## src/rtl/moxielite_wb_decoder.sv

```systemverilog
// moxielite_wb_decoder: Wishbone master port fanned out to four slaves by address[31:28].
// Defining MOXIELITE_WB_DECODER_TIMEOUT_EN adds a slave-wait limit that reports a bus error.
module moxielite_wb_decoder #(
    parameter logic [3:0] S0_HI   = 4'h0,
    parameter logic [3:0] S1_HI   = 4'h1,
    parameter logic [3:0] S2_HI   = 4'h2,
    parameter logic [3:0] S3_HI   = 4'hF,
    parameter logic [7:0] TIMEOUT = 8'd255
) (
    input  logic        clk_i,
    input  logic        rst_i,
    input  logic [31:0] wbs_adr_i,
    input  logic [15:0] wbs_dat_i,
    input  logic [1:0]  wbs_sel_i,
    input  logic        wbs_we_i,
    input  logic        wbs_cyc_i,
    input  logic        wbs_stb_i,
    output logic [15:0] wbs_dat_o,
    output logic        wbs_ack_o,
    output logic [31:0] s_adr_o,
    output logic [15:0] s_dat_o,
    output logic [1:0]  s_sel_o,
    output logic        s_we_o,
    output logic [3:0]  s_cyc_o,
    output logic [3:0]  s_stb_o,
    input  logic [63:0] s_dat_i,
    input  logic [3:0]  s_ack_i,
    input  logic        err_clr_i,
    output logic        err_o,
    output logic [31:0] err_adr_o
);

    typedef enum logic [2:0] {
        IDLE,
        BUSY,
        ACK,
        ERR,
        TURN
    } state_t;

    localparam logic [15:0] ERR_DATA = 16'hDEAD;

    state_t      state;
    logic [1:0]  slave_idx;
    logic        bus_req;
    logic [3:0]  adr_hit;
    logic        adr_mapped;
    logic [1:0]  hit_idx;
    logic [3:0]  hit_onehot;
    logic        slave_ack;
    logic [15:0] slave_rdata;

    assign bus_req = wbs_cyc_i & wbs_stb_i;

    // Lowest-numbered slave wins when several parameters name the same region.
    always_comb begin
        adr_hit[0] = (wbs_adr_i[31:28] == S0_HI);
        adr_hit[1] = (wbs_adr_i[31:28] == S1_HI);
        adr_hit[2] = (wbs_adr_i[31:28] == S2_HI);
        adr_hit[3] = (wbs_adr_i[31:28] == S3_HI);
        adr_mapped = |adr_hit;
        if (adr_hit[0]) begin
            hit_idx = 2'd0;
        end else if (adr_hit[1]) begin
            hit_idx = 2'd1;
        end else if (adr_hit[2]) begin
            hit_idx = 2'd2;
        end else begin
            hit_idx = 2'd3;
        end
        hit_onehot = 4'b0001 << hit_idx;
    end

    assign slave_ack   = s_ack_i[slave_idx];
    assign slave_rdata = s_dat_i[{slave_idx, 4'b0000} +: 16];

`ifdef MOXIELITE_WB_DECODER_TIMEOUT_EN
    logic [7:0] wait_cnt;
    logic       wait_expired;

    assign wait_expired = (wait_cnt == TIMEOUT - 8'd1);
`else
    logic unused_timeout;

    assign unused_timeout = ^TIMEOUT;
`endif

    always_ff @(posedge clk_i) begin
        if (rst_i) begin
            state     <= IDLE;
            slave_idx <= 2'd0;
            wbs_ack_o <= 1'b0;
            wbs_dat_o <= 16'h0000;
            s_adr_o   <= 32'h0000_0000;
            s_dat_o   <= 16'h0000;
            s_sel_o   <= 2'b00;
            s_we_o    <= 1'b0;
            s_cyc_o   <= 4'b0000;
            s_stb_o   <= 4'b0000;
            err_o     <= 1'b0;
            err_adr_o <= 32'h0000_0000;
`ifdef MOXIELITE_WB_DECODER_TIMEOUT_EN
            wait_cnt  <= 8'd0;
`endif
        end else begin
            wbs_ack_o <= 1'b0;
            wbs_dat_o <= 16'h0000;
            // A bus error raised on this same edge overrides the clear below.
            if (err_clr_i) begin
                err_o <= 1'b0;
            end

            case (state)
                IDLE: begin
                    if (bus_req) begin
                        s_adr_o <= wbs_adr_i;
                        s_dat_o <= wbs_dat_i;
                        s_sel_o <= wbs_sel_i;
                        s_we_o  <= wbs_we_i;
                        if (adr_mapped) begin
                            state     <= BUSY;
                            slave_idx <= hit_idx;
                            s_cyc_o   <= hit_onehot;
                            s_stb_o   <= hit_onehot;
`ifdef MOXIELITE_WB_DECODER_TIMEOUT_EN
                            wait_cnt  <= 8'd0;
`endif
                        end else begin
                            state     <= ERR;
                            wbs_ack_o <= 1'b1;
                            wbs_dat_o <= ERR_DATA;
                            err_o     <= 1'b1;
                            err_adr_o <= wbs_adr_i;
                        end
                    end
                end

                BUSY: begin
                    if (!wbs_cyc_i) begin
                        state   <= TURN;
                        s_cyc_o <= 4'b0000;
                        s_stb_o <= 4'b0000;
                    end else if (slave_ack) begin
                        state     <= ACK;
                        wbs_ack_o <= 1'b1;
                        wbs_dat_o <= slave_rdata;
                        s_cyc_o   <= 4'b0000;
                        s_stb_o   <= 4'b0000;
`ifdef MOXIELITE_WB_DECODER_TIMEOUT_EN
                    end else if (wait_expired) begin
                        state     <= ERR;
                        wbs_ack_o <= 1'b1;
                        wbs_dat_o <= ERR_DATA;
                        s_cyc_o   <= 4'b0000;
                        s_stb_o   <= 4'b0000;
                        err_o     <= 1'b1;
                        err_adr_o <= s_adr_o;
                    end else begin
                        wait_cnt <= wait_cnt + 8'd1;
`endif
                    end
                end

                ACK: begin
                    state <= TURN;
                end

                ERR: begin
                    state <= TURN;
                end

                TURN: begin
                    state <= IDLE;
                end

                default: begin
                    state   <= IDLE;
                    s_cyc_o <= 4'b0000;
                    s_stb_o <= 4'b0000;
                end
            endcase
        end
    end

endmodule

```

## config.mk

```make
export PLATFORM = sky130hd
export DESIGN_NAME = moxielite_wb_decoder
export DESIGN_NICKNAME = d
export VERILOG_FILES = /design/src/rtl/moxielite_wb_decoder.sv
export SDC_FILE = /design/constraint.sdc
export NUM_CORES = 1
export LEC_CHECK = 0
export BUFFER_PORTS_ARGS = -buffer_cell sky130_fd_sc_hd__buf_2
export CELL_PAD_IN_SITES_DETAIL_PLACEMENT = 1
export CELL_PAD_IN_SITES_GLOBAL_PLACEMENT = 2
export CORE_AREA = 2 2 109 189
export CTS_BUF_LIST = sky130_fd_sc_hd__clkbuf_16
export DETAILED_ROUTE_END_ITERATION = 8
export DIE_AREA = 0 0 111 191
export PLACE_DENSITY = 0.83
export SYNTH_ARGS = -nofsm -noshare
export SYNTH_HDL_FRONTEND = slang
export SYNTH_SLANG_ARGS = --single-unit
export TNS_END_PERCENT = 100
```

## constraint.sdc

```tcl
create_clock -name clk_i -period 2.05 [get_ports clk_i]
set_clock_uncertainty 0.1 [all_clocks]
set_input_delay 0.5125 -clock clk_i [delete_from_list [all_inputs] [get_ports clk_i]]
set_output_delay 0.5125 -clock clk_i [all_outputs]
set_load 0.01 [all_outputs]
```

==> impl_metrics.tcl <==
set metrics [dict create \
    synth-compound-area-share_pct 14.8 \
    drive_gt1_share_pct 41.3 \
    first_pass_iters 4 \
    status "finished clean" \
    grt_pass1_wl_mm 24.4 \
    dpl.cell_count 946 \
    setup_viol_count_final 0 \
    numCtsBuffers 9 \
    avgSynthCellArea_um2 8.81 \
    grt_max_degree 44 \
    slew_violations 0 \
    p_int_w 0.00353 \
    dp_hpwl_mm 12.1 \
    async_reset_ff_share_pct 0 \
    synth_edf_count 0 \
    place.gp.congestion 0.816 \
    synthToLayoutAreaGrowth_pct 44.4 \
    fp-row-count 68 \
    cp-startpoint "state[2]$_SDFFE_PP0P_" \
    crit_chain "or3_1, or4_4, a21oi_4, buf_12, o21a_1" \
    path_max_fanout 11 \
    cts_tree "built" \
    start_util_pct 21.6 \
    synth_fa_ha_area_share_pct 0 \
    yosysTopAreaCell "dfxtp_1" \
    cp_slowest_cell "or4_4" \
    viasPerCell 4.41 \
    tightest_slew_ns 0.400 \
    ys_top_cells_by_area "dfxtp_1 (52%), nand2_1 (15%), a21oi_1 (11%)" \
    postPlaceCellArea_um2 5810 \
    io_pins 233 \
    fin_cells 965 \
    vdd_ir_drop_max_uv 331 \
    ys_ff_latch 110 \
    cts_hold_repair.buffers 0 \
    synthMuxAreaShare_pct 9.01 \
    io_buffers 232 \
    synth_top_family_by_area "simple AND/OR/NAND/NOR gates" \
    hold_violations 0 \
    cp-start-kind "register" \
    utilization_pct 31.2 \
    min_from "wbs_dat_i[4]" \
    clk_pin_slew_worst_paths_ns 0.08 \
    cp_data_required_time_ns 2.25 \
    vias 4260 \
    worst_ep_arrival_time_ns 2.14 \
    synth-simple-area-share_pct 19.9 \
    grt_overflow 0 \
    yosys_warnings 0 \
    wire_per_inst_um 16.4 \
    r2r_slack_ns 0.11 \
    ys.flop_type "dfxtp_1" \
    dieHeight_um 191 \
    htree_levels 3 \
    rsz0062_at_grt "no" \
    stdcell_area_um2 6130 \
    synth.net_count 606 \
    clock_latency_ns 0.35 \
    ys_seq_area_share_pct 51.8 \
    reg2reg_depth 5 \
    hold_path_class "input port to register" \
    drt_iter0_drc 133 \
    pwr-share-comb_pct 16.0 \
    die_area_um2 21200 \
    regToRegStartpoint "state[2]$_SDFFE_PP0P_" \
    yosysMostFrequentCell "nand2_1" \
    fin_nets 837 \
    max_stage_delay_ns 0.58 \
    grt_usage_pct 14.9 \
    final_antenna_net_count 0 \
    fp.dieW_um 111 \
    relSlewSlack_pct 73.1 \
    synth_cell_types 34 \
    core_um2 19700 \
    cp-endpoint "wbs_dat_o[10]$_SDFF_PP0_" \
    switchingPower_w 0.00127 \
    power_density_nw_per_um2 783 \
    synth_cells 482 \
    total_power_w 0.00480 \
    reg2reg_to "wbs_dat_o[10]$_SDFF_PP0_" \
    fin_crit_ns 1.94 \
    worstSetupPathType "register to register" \
    synth_common_cells "nand2_1 (167), dfxtp_1 (110), a21oi_1 (90)" \
    p_seq_share_pct 47.5 \
    grt_pass1_vias 4386 \
    drv_cap 0 \
    swShare_pct 26.5 \
    synth_area_um2 4250 \
    postRouteWirelength_mm 15.8 \
    antenna_found_initial 2 \
    synth_xor_area_share_pct 0 \
    endpoint_kind "register" \
    cts_root_buf "clkbuf_16" \
    fin_tns_setup_ns 0 \
    cts_buffer_depth 2 \
    p_leak_nw 2.73 \
    synth_top_area_share_pct 51.8 \
    post-route-drc-count 0 \
    clock_sinks 110 \
    power.clock.fraction_pct 36.5 \
    max_freq_mhz 515 \
    period_share_pct 94.7 \
]
power by group through the flow:
stage                     Clock (W)  Combinational, W  Sequential [W]
after floorplan                   0          0.000330         0.00238
after global placement            0          0.000765         0.00233
after detailed placement          0          0.000779         0.00233
after CTS                   0.00184          0.000780         0.00228
after global routing        0.00192          0.000847         0.00229
final                       0.00175          0.000767         0.00228
kinds of logic after synthesis:
| logic type | count (synthesis) |
|---|---|
| buffers and inverters | 41 |
| DFF | 110 |
| and+or+nand+nor | 202 |
| muxes | 17 |
| AOI/OAI and AO/OA | 112 |
layout by cell type, fill, tap and decap left out, types with 2 or more instances in the layout:
master     Yosys  layout
buf_2          5     231
nor2b_1        5       5
inv_1          2       2
nor3_1         4       4
clkbuf_16      0       9
diode_2        0       3
nand2b_1       5       5
clkinv_2       0       2
a21oi_1       90      90
nand2_1      167     167
dfxtp_1      110     110
buf_4          4      21
or3_1          3       3
nand4_1        2       2
o32ai_1        3       3
o21a_1        11      11
nor2_1         7       6
o21ai_0        2       2
buf_12         0       6
mux4_2        17      17
area by class of cell:
type,count,area [um^2]
clock inverter,6,61.3
sequential,110,2200
antenna,3,7.51
clock buffer,9,225
fill,2415,13500
timing repair buffer,259,1450
inverter,2,7.51
tap,245,307
multi-input combinational,331,1880
sequential cells by signal, indices dropped and copies added, names as in the netlist:
register   flops
state          3
s_adr_o       32
s_sel_o        2
wbs_dat_o     16
s_stb_o        4
s_dat_o       16
err_adr_o     32
wbs_ack_o      1
slave_idx      2
s_we_o         1
err_o          1
worst max-delay path: cells and delay by family (launching register included):
kind            cells  cell delay, ns
simple gates        2            1.02
flops               1            0.31
compound gates      2            0.30
buf+inv             1            0.14
worst min-delay path by stage:
stage | depth (start not counted) | slack [ns] | end
finish | 3 | 0.29 | s_dat_o[4]$_SDFFE_PP0P_
global placement | 2 | 0.34 | s_adr_o[24]$_SDFFE_PP0P_
CTS | 3 | 0.27 | s_dat_o[4]$_SDFFE_PP0P_
global route | 3 | 0.28 | s_dat_o[12]$_SDFFE_PP0P_
floorplan | 1 | 0.36 | state[2]$_SDFFE_PP0P_
detailed placement | 2 | 0.34 | err_adr_o[22]$_SDFFE_PP0N_
layer usage:
metal	GRT usage [%]	vias up	routed length, um
li1	-	2085	-
met4	7.50	0	510
met5	0	-	0
met2	27.0	103	8510
met3	3.39	28	615
met1	16.3	2044	6210
through the flow:
| stage | setup WS (ns) | hold slack [ns] |
|---|---|---|
| 2_1_floorplan | 0.0336 | 0.360 |
| 3_3_place_gp | 0.0599 | 0.339 |
| 3_5_place_dp | 0.0305 | 0.343 |
| 4_1_cts | 0.0381 | 0.269 |
| 5_1_grt | 0.0261 | 0.279 |
| 6_report | 0.108 | 0.287 |
timing repair:
| item | in CTS | in global routing |
|---|---|---|
| endpoints found under the setup margin | 0 | 12 |
| resized for setup | 0 | 1 |
| setup buffers | 0 | 1 |
No activity file was read; power rests on OpenSTA's default activity.
